===== src/rtl/fetch.sv =====
// Instruction fetch stage: one outstanding memory request, a registered output
// slot for decode and a single-entry skid buffer to absorb a word that arrives under stall.
module fetch #(
  parameter logic [31:0] RESET_PC = 32'h0000_0000
) (
  input  logic        clk,
  input  logic        rst,
  input  logic        stall,
  input  logic        PCSrc,
  input  logic [31:0] branch_target,
  output logic        imem_req,
  output logic [31:0] imem_addr,
  input  logic        imem_ready,
  input  logic [31:0] imem_data,
  output logic [31:0] instruction,
  output logic [31:0] pc,
  output logic        valid
);

  typedef enum logic [1:0] {IDLE, FETCH, SKID, DRAIN} state_t;

  state_t      state_reg, state_next;
  logic [31:0] fetch_pc_reg, fetch_pc_next;
  logic [31:0] req_addr_reg, req_addr_next;
  logic [31:0] skid_data_reg, skid_data_next;
  logic [31:0] skid_pc_reg, skid_pc_next;
  logic [31:0] instruction_reg, instruction_next;
  logic [31:0] pc_reg, pc_next;
  logic        valid_reg, valid_next;

  logic [31:0] target;
  logic [31:0] seq_pc;
  logic        new_req;

  assign target = branch_target & ~32'h0000_0003;
  assign seq_pc = req_addr_reg + 32'd4;

  always_ff @(posedge clk or posedge rst) begin
    if (rst) begin
      state_reg       <= IDLE;
      fetch_pc_reg    <= RESET_PC;
      req_addr_reg    <= RESET_PC;
      skid_data_reg   <= 32'd0;
      skid_pc_reg     <= 32'd0;
      instruction_reg <= 32'd0;
      pc_reg          <= RESET_PC;
      valid_reg       <= 1'b0;
    end else begin
      state_reg       <= state_next;
      fetch_pc_reg    <= fetch_pc_next;
      req_addr_reg    <= req_addr_next;
      skid_data_reg   <= skid_data_next;
      skid_pc_reg     <= skid_pc_next;
      instruction_reg <= instruction_next;
      pc_reg          <= pc_next;
      valid_reg       <= valid_next;
    end
  end

  always_comb begin
    state_next       = state_reg;
    fetch_pc_next    = fetch_pc_reg;
    req_addr_next    = req_addr_reg;
    skid_data_next   = skid_data_reg;
    skid_pc_next     = skid_pc_reg;
    instruction_next = instruction_reg;
    pc_next          = pc_reg;
    // An unstalled slot is consumed by decode each cycle unless refilled below.
    valid_next       = valid_reg & stall;
    new_req          = 1'b0;

    case (state_reg)
      IDLE: begin
        state_next = FETCH;
        new_req    = 1'b1;
        if (PCSrc) fetch_pc_next = target;
      end
      FETCH: begin
        if (PCSrc) begin
          fetch_pc_next = target;
          if (imem_ready) new_req = 1'b1;
          else            state_next = DRAIN;
        end else if (imem_ready) begin
          fetch_pc_next = seq_pc;
          if (valid_reg && stall) begin
            skid_data_next = imem_data;
            skid_pc_next   = req_addr_reg;
            state_next     = SKID;
          end else begin
            instruction_next = imem_data;
            pc_next          = req_addr_reg;
            valid_next       = 1'b1;
            new_req          = 1'b1;
          end
        end
      end
      SKID: begin
        if (PCSrc) begin
          fetch_pc_next = target;
          state_next    = FETCH;
          new_req       = 1'b1;
        end else if (!stall) begin
          instruction_next = skid_data_reg;
          pc_next          = skid_pc_reg;
          valid_next       = 1'b1;
          state_next       = FETCH;
          new_req          = 1'b1;
        end
      end
      DRAIN: begin
        // The in-flight word belongs to the abandoned path and is dropped.
        if (PCSrc) fetch_pc_next = target;
        if (imem_ready) begin
          state_next = FETCH;
          new_req    = 1'b1;
        end
      end
      default: state_next = IDLE;
    endcase

    if (PCSrc) valid_next = 1'b0;
    if (new_req) req_addr_next = fetch_pc_next;
  end

  assign imem_req    = (state_reg == FETCH) || (state_reg == DRAIN);
  assign imem_addr   = req_addr_reg;
  assign instruction = instruction_reg;
  assign pc          = pc_reg;
  assign valid       = valid_reg;

endmodule


===== config.mk =====
export PLATFORM = sky130hd
export DESIGN_NAME = fetch
export DESIGN_NICKNAME = d
export VERILOG_FILES = /design/src/rtl/fetch.sv
export SDC_FILE = /design/constraint.sdc
export NUM_CORES = 1
export LEC_CHECK = 0
export BUFFER_PORTS_ARGS = -buffer_cell sky130_fd_sc_hd__buf_2
export CAP_MARGIN = 20
export CORE_ASPECT_RATIO = 1.75
export CORE_MARGIN = 2
export CORE_UTILIZATION = 30
export CTS_CLUSTER_SIZE = 16
export DETAILED_ROUTE_END_ITERATION = 6
export PLACE_DENSITY = 0.58
export SLEW_MARGIN = 30
export SYNTH_ARGS = -nofsm -noshare
export SYNTH_HDL_FRONTEND = slang
export SYNTH_SLANG_ARGS = --single-unit

===== constraint.sdc =====
create_clock -name clk -period 7.5 [get_ports clk]
set_clock_uncertainty 0.1 [all_clocks]
set_input_delay 1.875 -clock clk [delete_from_list [all_inputs] [get_ports clk]]
set_output_delay 1.875 -clock clk [all_outputs]
set_load 0.01 [all_outputs]

; ---- Yosys cells after proc, flatten, opt, wreduce, memory -nomap -nowiden
; Index checks and enable logic that the tools add are counted.
[totals]
elab_cells = 68
input_bits = 69
regBits = 195
output_inout_bits = 98
[classes]
reduce_logical = 8
muxes = 36
add_sub_neg = 1
eq_ne = 13
n_bitwise = 2
[op_table]
columns = operator, n
row1 = 2-to-1 mux 32 bit, 13
row2 = one-hot mux 32 bit (2 select lines), 3
row3 = "adder 32 x 3 -> 32 bit, second input constant", 1
row4 = 2-to-1 mux 2 bit, 7
row5 = "inequality test 2 bit, second input constant", 6
row6 = "inequality test 3 bit, second input constant", 4
row7 = 2-to-1 mux 1 bit, 10
row8 = one-hot mux 2 bit (4 select lines), 1
row9 = AND reduction 6 bit, 1
row10 = AND reduction 5 bit, 1
row11 = "== test 2 bit, second input constant", 2
row12 = one-hot mux 1 bit (4 select lines), 1
row13 = AND reduction 4 bit, 1
row14 = OR reduction 3 bit, 1
row15 = "== test 2 x 1 -> 1 bit, second input constant", 1
row16 = logical NOT 2 bit, 1
row17 = one-hot mux 1 bit (2 select lines), 1
row18 = nonzero test 2 bit, 1
row19 = bitwise AND 1 bit, 1
row20 = logical AND 1 bit, 1
row21 = logical OR 1 bit, 1
row22 = NOT 1 bit, 1

; ---- Logic depth before layout (Yosys ltp)
[depth]
word_depth = 5
mapped_depth = 10
depth_no_buf = 7

; ---- Worst setup path after synthesis
; No wires, ideal clock.
[synth_path]
kind = input to register
start = input PCSrc
end = register skid_data_reg[19]
setup_time_ns = 0.125
slack_ns = 4.192
cell_stages = 6
arrival_ns = 3.083
path_buffers = 2
cell_sequence = and2b_1 nand2_1 buf_2 nor2_4 buf_2 mux2_2
[synth_via]
elab_chain_len = 2
[synth_lines]
columns = element, line_no
row1 = start: declaration, 9  ; input logic PCSrc,
row2 = NOT 1 bit (no source line), --
row3 = AND reduction 4 bit (no source line), --
row4 = end signal: assignment, 52  ; skid_data_reg <= skid_data_next;
row5 = end: declaration, 25  ; logic [31:0] skid_data_reg, skid_data_next;
; Every way passes these cells.
; A chain may end at the register's enable or synchronous reset.

; ---- Worst setup path after layout
[layout_path]
start = input PCSrc
end = register skid_pc_reg[16]
[layout_via]
elab_chain_len = 2
[layout_lines]
columns = element, line_no
row1 = NOT 1 bit (no source line), --
row2 = AND reduction 4 bit (no source line), --
row3 = end signal: assignment, 53  ; skid_pc_reg <= skid_pc_next;
row4 = end: declaration, 26  ; logic [31:0] skid_pc_reg, skid_pc_next;
; Every way passes these cells.

==> impl_metrics.py <==
metrics = {
    "outcome": {
        "outcome": "finished clean",
    },
    "placed_design": {
        "dp_slack_ns": 3.015,
        "place.gp.congestion": 0.7451,
        "hpwl_mm": 15.44,
        "port-buffer-count": 164,
        "dp.cells": 1342,
        "dpl-instance-area_sq_mm": 0.01035,
    },
    "sta": {
        "post-route-min-period_ns": 3.985,
        "relSlewSlack": 0.4236,
        "worst_hold_slack_ns": 0.3884,
        "fmax_mhz": 251.0,
        "period_share": 0.5313,
        "worst_slew_pin_slew_ns": 0.8647,
        "setup-tns-final_ns": 0,
        "finalHoldViolCount": 0,
        "rsz0062_at_grt": "no",
        "drv_slew": 0,
        "fin_ws_ns": 3.515,
        "setup_violations": 0,
    },
    "floorplan": {
        "initial_utilization": 0.3048,
        "io_pins": 167,
        "die_w_um": 136.3,
        "coreArea_sq_mm": 0.03016,
        "die-area_sq_mm": 0.03211,
        "die-height_um": 235.6,
        "rows": 84,
    },
    "yosys": {
        "ys_warn_count": 0,
        "ys_ff_latch": 195,
        "synth_top_area_frac": 0.5308,
        "yosysTopAreaCell": "dfrtp_1",
        "yosysMostFrequentCell": "dfrtp_1",
        "yosys-top-cells-count": "dfrtp_1 (195), a21oi_1 (91), nor2_1 (79)",
        "synth-main-ff-cell": "dfrtp_1",
        "ys_seq_area_frac": 0.5308,
        "synth_cell_types": 60,
        "synth-async-reset-ratio": 1.000,
        "yosys-top-cells-area": "dfrtp_1 (53%), mux2_2 (7.6%), mux2i_1 (7.2%)",
        "synth_edf_count": 0,
        "netlist_area_sq_mm": 0.009193,
        "syn_avg_cell_area_sq_um": 10.89,
        "syn_nets": 918,
        "netlist_instances": 844,
    },
    "layout": {
        "finalNonFillerCells": 1377,
        "postLayoutCoreUtil": 0.3629,
        "stdcell_area_sq_mm": 0.01095,
        "area_growth_pct": 19.08,
        "drive_gt1_frac": 0.2861,
        "nNetsFinal": 1050,
        "final.fill_count": 3043,
    },
    "global_route": {
        "grt_overflow": 0,
        "grt_max_degree": 130,
        "grt_pass1_wl_mm": 37.55,
        "grt_antenna_before_repair": 2,
        "grtUsageTotal": 0.1517,
        "grt_pass1_vias": 6800,
    },
    "routing": {
        "postRouteAntennaNets": 0,
        "drt_iter0_drc": 352,
        "vias_per_cell": 4.908,
        "vias": 6759,
        "drt-total-wl_mm": 23.61,
        "drc": 0,
        "first_pass_iters": 4,
        "wire_per_inst_um": 17.14,
    },
    "hold_path": {
        "min_path_type": "reg2reg",
        "min_delay_path_depth": 1,
        "min_from": "skid_pc_reg[2]",
    },
    "critical_path": {
        "startpoint": "PCSrc",
        "ff2ff_setup_slack_ns": 4.70,
        "end_kind": "register",
        "cp.required_ns": 7.74,
        "cp.arrival_ns": 4.22,
        "path_max_fanout": 76,
        "worstReg2RegStart": "state_reg[0]",
        "crit_type": "in2reg",
        "reg2regPathDepth": 8,
        "critPathLaunchType": "input pin",
    },
    "clock_network": {
        "cts_hold_buffers": 0,
        "cts_repair_resize_count": 0,
        "clockBufferDepth": 2,
        "cts_made_buffers": 17,
        "path_clk_slew_ns": 0.07,
        "postCtsSetupBuffers": 0,
        "cts_root_buffer": "clkbuf_16",
        "cts.sinks": 195,
        "cts_tree": "built",
        "htree_levels": 4,
        "clock_latency_ns": 0.45,
    },
    "pwr": {
        "peakVddDrop_mv": 0.2389,
        "fin_total_pwr_mw": 4.154,
        "clkPwrFrac": 0.209,
        "p_seq_frac": 0.436,
        "cellPowerDensity_mw_per_mm2": 379.5,
        "switching_power_mw": 1.602,
        "p_int_mw": 2.552,
        "leakage_nw": 4.743,
        "swShare": 0.3857,
        "pwr-share-comb": 0.355,
    },
    "flow_run": {
        "maxCapViolations": 0,
    },
}
-- cell usage in the layout (no fill, tap or decap), drive strengths merged, types with 2 or more instances in the layout --
cell type,count
o221ai,2
nand2,39
clkinv,3
nor2b,20
nor4,2
xnor2,16
ha,5
nand3b,2
o211ai,2
clkinvlp,5
o2bb2ai,4
o41ai,2
o21ai,35
nand3,16
inv,24
a22o,3
nor3,4
a31oi,2
mux2,68
or2,2
nor2,81
mux2i,66
buf,176
nor3b,3
clkbuf,20
o22a,2
and2,3
and3,3
o22ai,13
dfrtp,195
a22oi,21
a21oi,91
xor2,10
o31a,14
a21o,7
o31ai,3
and4,3
nand4,9
-- power groups by stage --
stage	Clock, mW	Combinational [mW]	Sequential [mW]
3_5_place_dp	0	1.49	1.84
6_report	0.868	1.47	1.81
4_1_cts	0.904	1.49	1.82
2_1_floorplan	0	0.917	1.85
3_3_place_gp	0	1.45	1.82
5_1_grt	0.942	1.65	1.88
-- area by class of cell --
class | count | area (sq um) | share of cell area
clock buffer | 20 | 436.7 | 0.03989
sequential | 195 | 4880 | 0.4458
tap | 387 | 484.2 | 0.04423
timing repair buffer | 176 | 970.9 | 0.08870
antenna | 1 | 2.502 | 0.0002286
inverter | 20 | 87.58 | 0.008001
multi-input combinational | 566 | 3985 | 0.3640
clock inverter | 12 | 100.1 | 0.009144
-- critical path, cell delays in order --
cell and delay [ns]:
buf_2 0.10, buf_4 0.36, and2b_1 0.36, nand2_1 0.12
nor2_4 0.47, buf_4 0.52, mux2_2 0.39
-- kinds of logic after synthesis --
logic type | share of synthesized area
simple gates | 0.1014
flops | 0.5308
compound gates | 0.1409
fa+ha+maj | 0.006805
buf+inv | 0.04015
mux | 0.1552
xor+xnor | 0.02477
-- per-layer routing --
| layer | global-route usage | wire, um |
|---|---|---|
| met2 | 0.2727 | 12750 |
| met1 | 0.1731 | 9608 |
| met5 | 0 | 14 |
| met4 | 0.05682 | 435 |
| met3 | 0.03230 | 802 |
-- path summary, 6_finish.rpt --
path,endpoint
setup / recovery,skid_pc_reg[16]
hold / removal,skid_pc_reg[2]
setup reg to reg,state_reg[0]
hold reg to reg,skid_pc_reg[2]
max in group asynchronous,fetch_pc_reg[5]
min in group asynchronous,instruction[24]
(Power assumes the default switching activity.)
